$ cat config.mk
export PLATFORM = sky130hd
export DESIGN_NAME = aurora_hls_monitor_reporter
export DESIGN_NICKNAME = d
export VERILOG_FILES = /design/src/rtl/aurora_hls_monitor_reporter.sv
export SDC_FILE = /design/constraint.sdc
export NUM_CORES = 1
export LEC_CHECK = 0
export CAP_MARGIN = 20
export CORE_MARGIN = 10
export CORE_UTILIZATION = 40
export DETAILED_ROUTE_END_ITERATION = 10
export PLACE_DENSITY = 0.6
export SYNTH_ARGS = -nofsm -noshare
export SYNTH_HDL_FRONTEND = slang
export SYNTH_SLANG_ARGS = --single-unit
$ cat constraint.sdc
create_clock -name clk -period 13.05 [get_ports clk]
set_clock_uncertainty 0.2 [all_clocks]
set_input_delay 3.915 -clock clk [delete_from_list [all_inputs] [get_ports clk]]
set_output_delay 3.915 -clock clk [all_outputs]
set_load 0.05 [all_outputs]
$ cat src/rtl/aurora_hls_monitor_reporter.sv
// Periodic / on-demand telemetry reporter for the Aurora link monitor counters.
// Emits 4-beat AXI-Stream records of counter deltas; back-pressured reports are counted as drops.
module aurora_hls_monitor_reporter #(
    parameter int unsigned PERIOD_CYCLES = 1000000
) (
    input  logic        clk,
    input  logic        rst,
    input  logic        enable,
    input  logic        force_report,
    input  logic [31:0] core_status_not_ok_count,
    input  logic [31:0] fifo_rx_overflow_count,
    input  logic [31:0] fifo_tx_overflow_count,
    output logic [31:0] m_axis_tdata,
    output logic        m_axis_tvalid,
    input  logic        m_axis_tready,
    output logic        m_axis_tlast,
    output logic [31:0] dropped_reports
);

    typedef enum logic [2:0] {IDLE, HDR, D0, D1, D2} state_t;

    localparam logic [31:0] PC_LAST = 32'(PERIOD_CYCLES - 1);

    state_t      state_q, state_d;
    logic [31:0] pc_q, pc_d;
    logic [31:0] prev_core_q, prev_core_d;
    logic [31:0] prev_rx_q, prev_rx_d;
    logic [31:0] prev_tx_q, prev_tx_d;
    logic [31:0] core_delta_q, core_delta_d;
    logic [31:0] rx_delta_q, rx_delta_d;
    logic [31:0] tx_delta_q, tx_delta_d;
    logic [31:0] tdata_q, tdata_d;
    logic        tvalid_q, tvalid_d;
    logic        tlast_q, tlast_d;
    logic [31:0] dropped_q, dropped_d;
    logic [15:0] seq_q, seq_d;
    logic        drop_flag_q, drop_flag_d;
    logic        tick, accept, drop;

    always_comb begin
        tick   = force_report || (enable && (pc_q == PC_LAST));
        accept = tvalid_q && m_axis_tready;
        drop   = tick && (state_q != IDLE);

        pc_d = (force_report || !enable || (pc_q == PC_LAST)) ? 32'd0 : pc_q + 32'd1;

        state_d      = state_q;
        prev_core_d  = prev_core_q;
        prev_rx_d    = prev_rx_q;
        prev_tx_d    = prev_tx_q;
        core_delta_d = core_delta_q;
        rx_delta_d   = rx_delta_q;
        tx_delta_d   = tx_delta_q;
        tdata_d      = tdata_q;
        tvalid_d     = tvalid_q;
        tlast_d      = tlast_q;
        dropped_d    = dropped_q;
        seq_d        = seq_q;
        drop_flag_d  = drop_flag_q;

        // Output beats are loaded one edge ahead so tdata/tlast come straight from flops.
        case (state_q)
            IDLE: begin
                if (tick) begin
                    state_d      = HDR;
                    core_delta_d = core_status_not_ok_count - prev_core_q;
                    rx_delta_d   = fifo_rx_overflow_count - prev_rx_q;
                    tx_delta_d   = fifo_tx_overflow_count - prev_tx_q;
                    prev_core_d  = core_status_not_ok_count;
                    prev_rx_d    = fifo_rx_overflow_count;
                    prev_tx_d    = fifo_tx_overflow_count;
                    tdata_d      = {8'hA5, 7'd0, drop_flag_q, seq_q};
                    tvalid_d     = 1'b1;
                    tlast_d      = 1'b0;
                end
            end
            HDR: begin
                if (accept) begin
                    state_d     = D0;
                    tdata_d     = core_delta_q;
                    drop_flag_d = 1'b0;
                end
            end
            D0: begin
                if (accept) begin
                    state_d = D1;
                    tdata_d = rx_delta_q;
                end
            end
            D1: begin
                if (accept) begin
                    state_d = D2;
                    tdata_d = tx_delta_q;
                    tlast_d = 1'b1;
                end
            end
            D2: begin
                if (accept) begin
                    state_d  = IDLE;
                    tdata_d  = 32'd0;
                    tvalid_d = 1'b0;
                    tlast_d  = 1'b0;
                    seq_d    = seq_q + 16'd1;
                end
            end
            default: state_d = IDLE;
        endcase

        // A drop keeps prev untouched so the next record's deltas absorb the lost interval.
        if (drop) begin
            drop_flag_d = 1'b1;
            if (dropped_q != 32'hFFFF_FFFF) begin
                dropped_d = dropped_q + 32'd1;
            end
        end
    end

    always_ff @(posedge clk) begin
        if (rst) begin
            state_q      <= IDLE;
            pc_q         <= '0;
            prev_core_q  <= '0;
            prev_rx_q    <= '0;
            prev_tx_q    <= '0;
            core_delta_q <= '0;
            rx_delta_q   <= '0;
            tx_delta_q   <= '0;
            tdata_q      <= '0;
            tvalid_q     <= 1'b0;
            tlast_q      <= 1'b0;
            dropped_q    <= '0;
            seq_q        <= '0;
            drop_flag_q  <= 1'b0;
        end else begin
            state_q      <= state_d;
            pc_q         <= pc_d;
            prev_core_q  <= prev_core_d;
            prev_rx_q    <= prev_rx_d;
            prev_tx_q    <= prev_tx_d;
            core_delta_q <= core_delta_d;
            rx_delta_q   <= rx_delta_d;
            tx_delta_q   <= tx_delta_d;
            tdata_q      <= tdata_d;
            tvalid_q     <= tvalid_d;
            tlast_q      <= tlast_d;
            dropped_q    <= dropped_d;
            seq_q        <= seq_d;
            drop_flag_q  <= drop_flag_d;
        end
    end

    assign m_axis_tdata    = tdata_q;
    assign m_axis_tvalid   = tvalid_q;
    assign m_axis_tlast    = tlast_q;
    assign dropped_reports = dropped_q;

endmodule
# Word-level counts from Yosys, hierarchy flattened
# Index checks and enable logic that the tools add are counted.
# classes
addsub	6
mul	0
div_mod_pow	0
order_cmp	0
n_eq_ne	11
n_shift	0
n_mux	20
n_bitwise	0
reduce_logical	23
# op_table
cell	count
$mux W32	5
$pmux W32 S5	1
$sub A32 B32 Y32	3
$add A32 B1 Y32 const B	2
$eq A32 B20 Y1 const B	1
$ne A32 B32 Y1 const B	1
$add A16 B1 Y16 const B	1
$mux W3	5
$pmux W3 S5	1
$ne A2 B2 Y1 const B	5
$reduce_and A2 Y1	4
$eq A3 B2 Y1 const B	2
$mux W1	6
$reduce_and A6 Y1	1
$reduce_bool A2 Y1	3
$reduce_bool A3 Y1	2
$reduce_and A5 Y1	1
$reduce_bool A5 Y1	1
$reduce_and A4 Y1	1
$eq A3 B1 Y1 const B	1
$eq A3 B3 Y1 const B	1
$logic_and A1 B1 Y1	3
$logic_not A3 Y1	1
$logic_or A1 B1 Y1	3
5 further kinds	5
# totals
reg_bits	310
latchBits	0
ram_bits	0
rom_bits	0
input_bits	101
output_inout_bits	66
elab_cells	74
n_memories	0

# Longest topological paths before layout
# depth
word_depth	6
mapped_depth	12
ltp_nobuf	12

# Worst setup path after synthesis
# Ideal clock, no wire load.
# synth_path
kind	input port to flip-flop
start	input port core_status_not_ok_count[0]
end	register core_delta_q[28]
setup_time_ps	62
arrival_ps	6593
required_time_ps	12788
path_slack_ps	6194
stages	12
n_path_buf	0
path_cell_list	inv_1 -> ha_1 -> fa_1 -> nand2b_1 -> a21o_1 -> a21o_1 -> a21oi_1 -> o21ai_1 -> a2111oi_0 -> nor3_1 -> or4b_1 -> nand3_1
# synth_between
elab_chain_len	1
# synth_rtl
item	line_no	rtl
start: declaration	10	input logic [31:0] core_status_not_ok_count,
$sub A32 B32 Y32	66	core_delta_d = core_status_not_ok_count - prev_core_q;
end signal: assignment	140	core_delta_q <= core_delta_d;
end: declaration	29	logic [31:0] core_delta_q, core_delta_d;
# Every way passes these cells.
# A chain may end at the register's enable or synchronous reset.

# Worst setup path after layout
# Same ends and word-level chain as after synthesis.

==> results.txt <==
Status = finished, final reports clean
Core ar. = 42900 um^2
Crit path capture type = flop
Setup crit start = core_status_not_ok_count[0]
Syn_area_per_cell = 7.74 um^2
Initial antenna violation count = 1
Final setup vio count = 0
Worst Path Buf+Inv = 2
Initial drt markers = 1122
RSZ-0062 raised after global routing = false
Ys async rst share = 0%
Hold Buf Count CTS = 0
CP peak stage delay = 830 ps
Peak VDD IR = 0.0857 mV
CP max FO = 3
Ys Warns = 0
Post-Synthesis Cells = 2233
Die area = 51900 um^2
First-pass GRT wire length = 80.4 mm
DR pass1 iterations = 6
Slew headroom = 34.2%
Total Routing Usage GR = 18.6%
Largest net degree at the start of global routing = 101
DRC = 0
Final worst-path cycle share = 56.6%
Clock buffer count from CTS = 37
Startpoint Class = input port
Worst-case clock buffer depth = 3
PD cells = 131 nW/um^2
Req. time, crit path = 13350 ps
DP Cell Count = 2878
Most frequent cells in the layout = 377 x nand2_1, 310 x dfxtp_1, 265 x a21oi_1
Dominant synthesized flop cell = dfxtp_1
Vias = 15900
Most area-hungry cell type in the Yosys netlist = dfxtp_1
Post-synth EDFFs = 0
Worst hold start = prev_tx_q[21]
IO Count = 167
Crit path kind = in -> reg
Final setup TNS = 0 ps
Clk sinks = 310
Clk_lat worst skew = 560 ps
Max Slew Vio Count = 0
Yosys reg bits = 310
IO buf count = 166
Actual slew at the worst max-slew pin = 987 ps
Final hold viol count = 0
Layout cells sized above 1 = 5.00%
Die Y-Extent = 228 um
Post-CTS resize count = 0
Tmin final = 7390 ps
Total gr overflow = 0
Post-Syn Nets = 2433
Critical path's top delay family = compound AO/OA/AOI/OAI gates
Pleak = 7.73 nW
Synthesized area = 17300 um^2
Netlist cell types = 71
Final std cells w/o fill = 2945
CTS tree = yes
Post-CTS Setup Bufs = 0
Worst path arrival time = 7690 ps
H-tree depth = 2
Critical-path cell list = clkdlybuf4s50_1 -> inv_1 -> ha_1 -> fa_1 -> nand2b_1 -> a21o_1 -> a21o_1 -> a21oi_1 -> o21ai_1 -> a2111oi_0 -> nor3_1 -> or4b_1 -> nand3_1
Layout area overhead = 19.4%
Max-Cap Viols = 0
Top cells by area, synth = dfxtp_1 36%, nand2_1 8.2%, a21oi_1 7.7%, ha_1 6.9%, nor2_1 3.7%
Max Freq = 135 MHz
Starting Density = 40.3%
Minimum hold slack = 253 ps
Clock Root Buffer = clkbuf_16
Antenna Nets Post-Route = 0
Post-Route WL = 50.2 mm
Share of the synthesized area in the top cell type = 35.9%
DP HPWL = 36.8 mm
Number of global-route vias before repair = 15200
Gpl congestion = 0.902
RR Startpoint = pc_q[7]
Wirelength per Cell = 17.1 um
Sequential fraction of the synthesis area = 35.9%
Most used cell, CP = a21o_1
Die Wd = 228 um
Vias per cell = 5.39
# rows = 76
Clock transition at path regs = 50 ps
Fin nets = 2533
Worst min-delay path class = reg -> reg
Slowest cell on crit path = a2111oi_0
Commonest non-fill, non-tap cell in the layout = nand2_1
## synth_stat cells (20+ instances only)
| library cell | n |
|---|---|
| nor3_1 | 69 |
| or3_1 | 25 |
| xnor2_1 | 52 |
| nand3_1 | 79 |
| clkbuf_1 | 92 |
| nor2_1 | 172 |
| nand4_1 | 40 |
| a221oi_1 | 20 |
| nand2_1 | 377 |
| o21ai_0 | 63 |
| a21oi_1 | 265 |
| dfxtp_1 | 310 |
| xor2_1 | 65 |
| inv_1 | 119 |
| a22o_1 | 20 |
| ha_1 | 96 |
| buf_2 | 21 |
| and3_1 | 25 |
| a21o_1 | 49 |
| mux2_2 | 28 |
## worst register-to-register path, delay by kind of cell, from the launching register on
family / cells / cell delay (ps)
AOI/OAI and AO/OA: 1 / 600
DFF: 1 / 330
and+or+nand+nor: 6 / 2670
buffers and inverters: 1 / 770
## worst paths after layout
kind	endpoint	slack [ps]	cells past startpoint
worst max-delay path	core_delta_q[28]	5660	13
worst min-delay path	prev_tx_q[21]	250	2
worst min register to register	prev_tx_q[21]	250	2
worst max register to register	tx_delta_q[31]	8400	8
## metrics by stage
step | utilization (%) | instance area, um^2 | worst slack (ps) | power, W
floorplan | - | 17300 | 6190 | 0.00144
global placement | 45.0 | 19300 | 5040 | 0.00162
detailed placement | 45.1 | 19300 | 5060 | 0.00163
CTS | 48.1 | 20600 | 5650 | 0.00273
global route | 48.1 | 20600 | 5230 | 0.00283
finish | 48.1 | 20600 | 5660 | 0.00271
## kinds of logic (layout without fill, tap and decap cells)
logic type | Yosys count | in the layout | synth area share, %
xor gates and xnor gates | 117 | 117 | 5.93
DFF | 310 | 310 | 35.9
and+or+nand+nor | 881 | 881 | 23.5
buffers and inverters | 239 | 365 | 5.36
adders and majority gates | 99 | 99 | 7.30
muxes | 38 | 38 | 2.40
AOI/OAI and AO/OA | 549 | 549 | 19.6
other | 0 | 1 | 0
## power breakdown
| part | switching, W | total, W | internal, W |
|---|---|---|---|
| logic | 0.000345 | 0.000564 | 0.000219 |
| clock network | 0.000428 | 0.00110 | 0.000672 |
| registers | 0.0000391 | 0.00105 | 0.00101 |
| total | 0.000812 | 0.00271 | 0.00190 |
## sequential cells by signal (all words and copies together) (netlist names), 16 cells and up
signal	flops
core_delta_q	32
dropped_reports	32
m_axis_tdata	32
pc_q	32
prev_core_q	32
prev_rx_q	32
prev_tx_q	32
rx_delta_q	32
seq_q	16
tx_delta_q	32
## cell type report
cell class                      instances  area (um^2)
Multi-Input combinational cell       1684        10200
Clock buffer                           48         1020
Fill cell                            4210        22200
Clock inverter                         17          260
Sequential cell                       310         6210
Inverter                              119          447
Antenna cell                            1         2.50
Tap cell                              585          732
Timing Repair Buffer                  181         1810
## per-layer routing
layer  routed length, um  up-vias  global-route usage [%]  part of all wire [%]
li1                    -     8000                       -                     -
met1               23300     7453                    23.9                    46
met2               23400      347                    31.1                    47
met3                2290       69                    3.44                   4.5
met4                1180        0                    5.46                   2.4
met5                   0        -                       0                     0
Note: power is estimated with default switching activity, not from simulation.
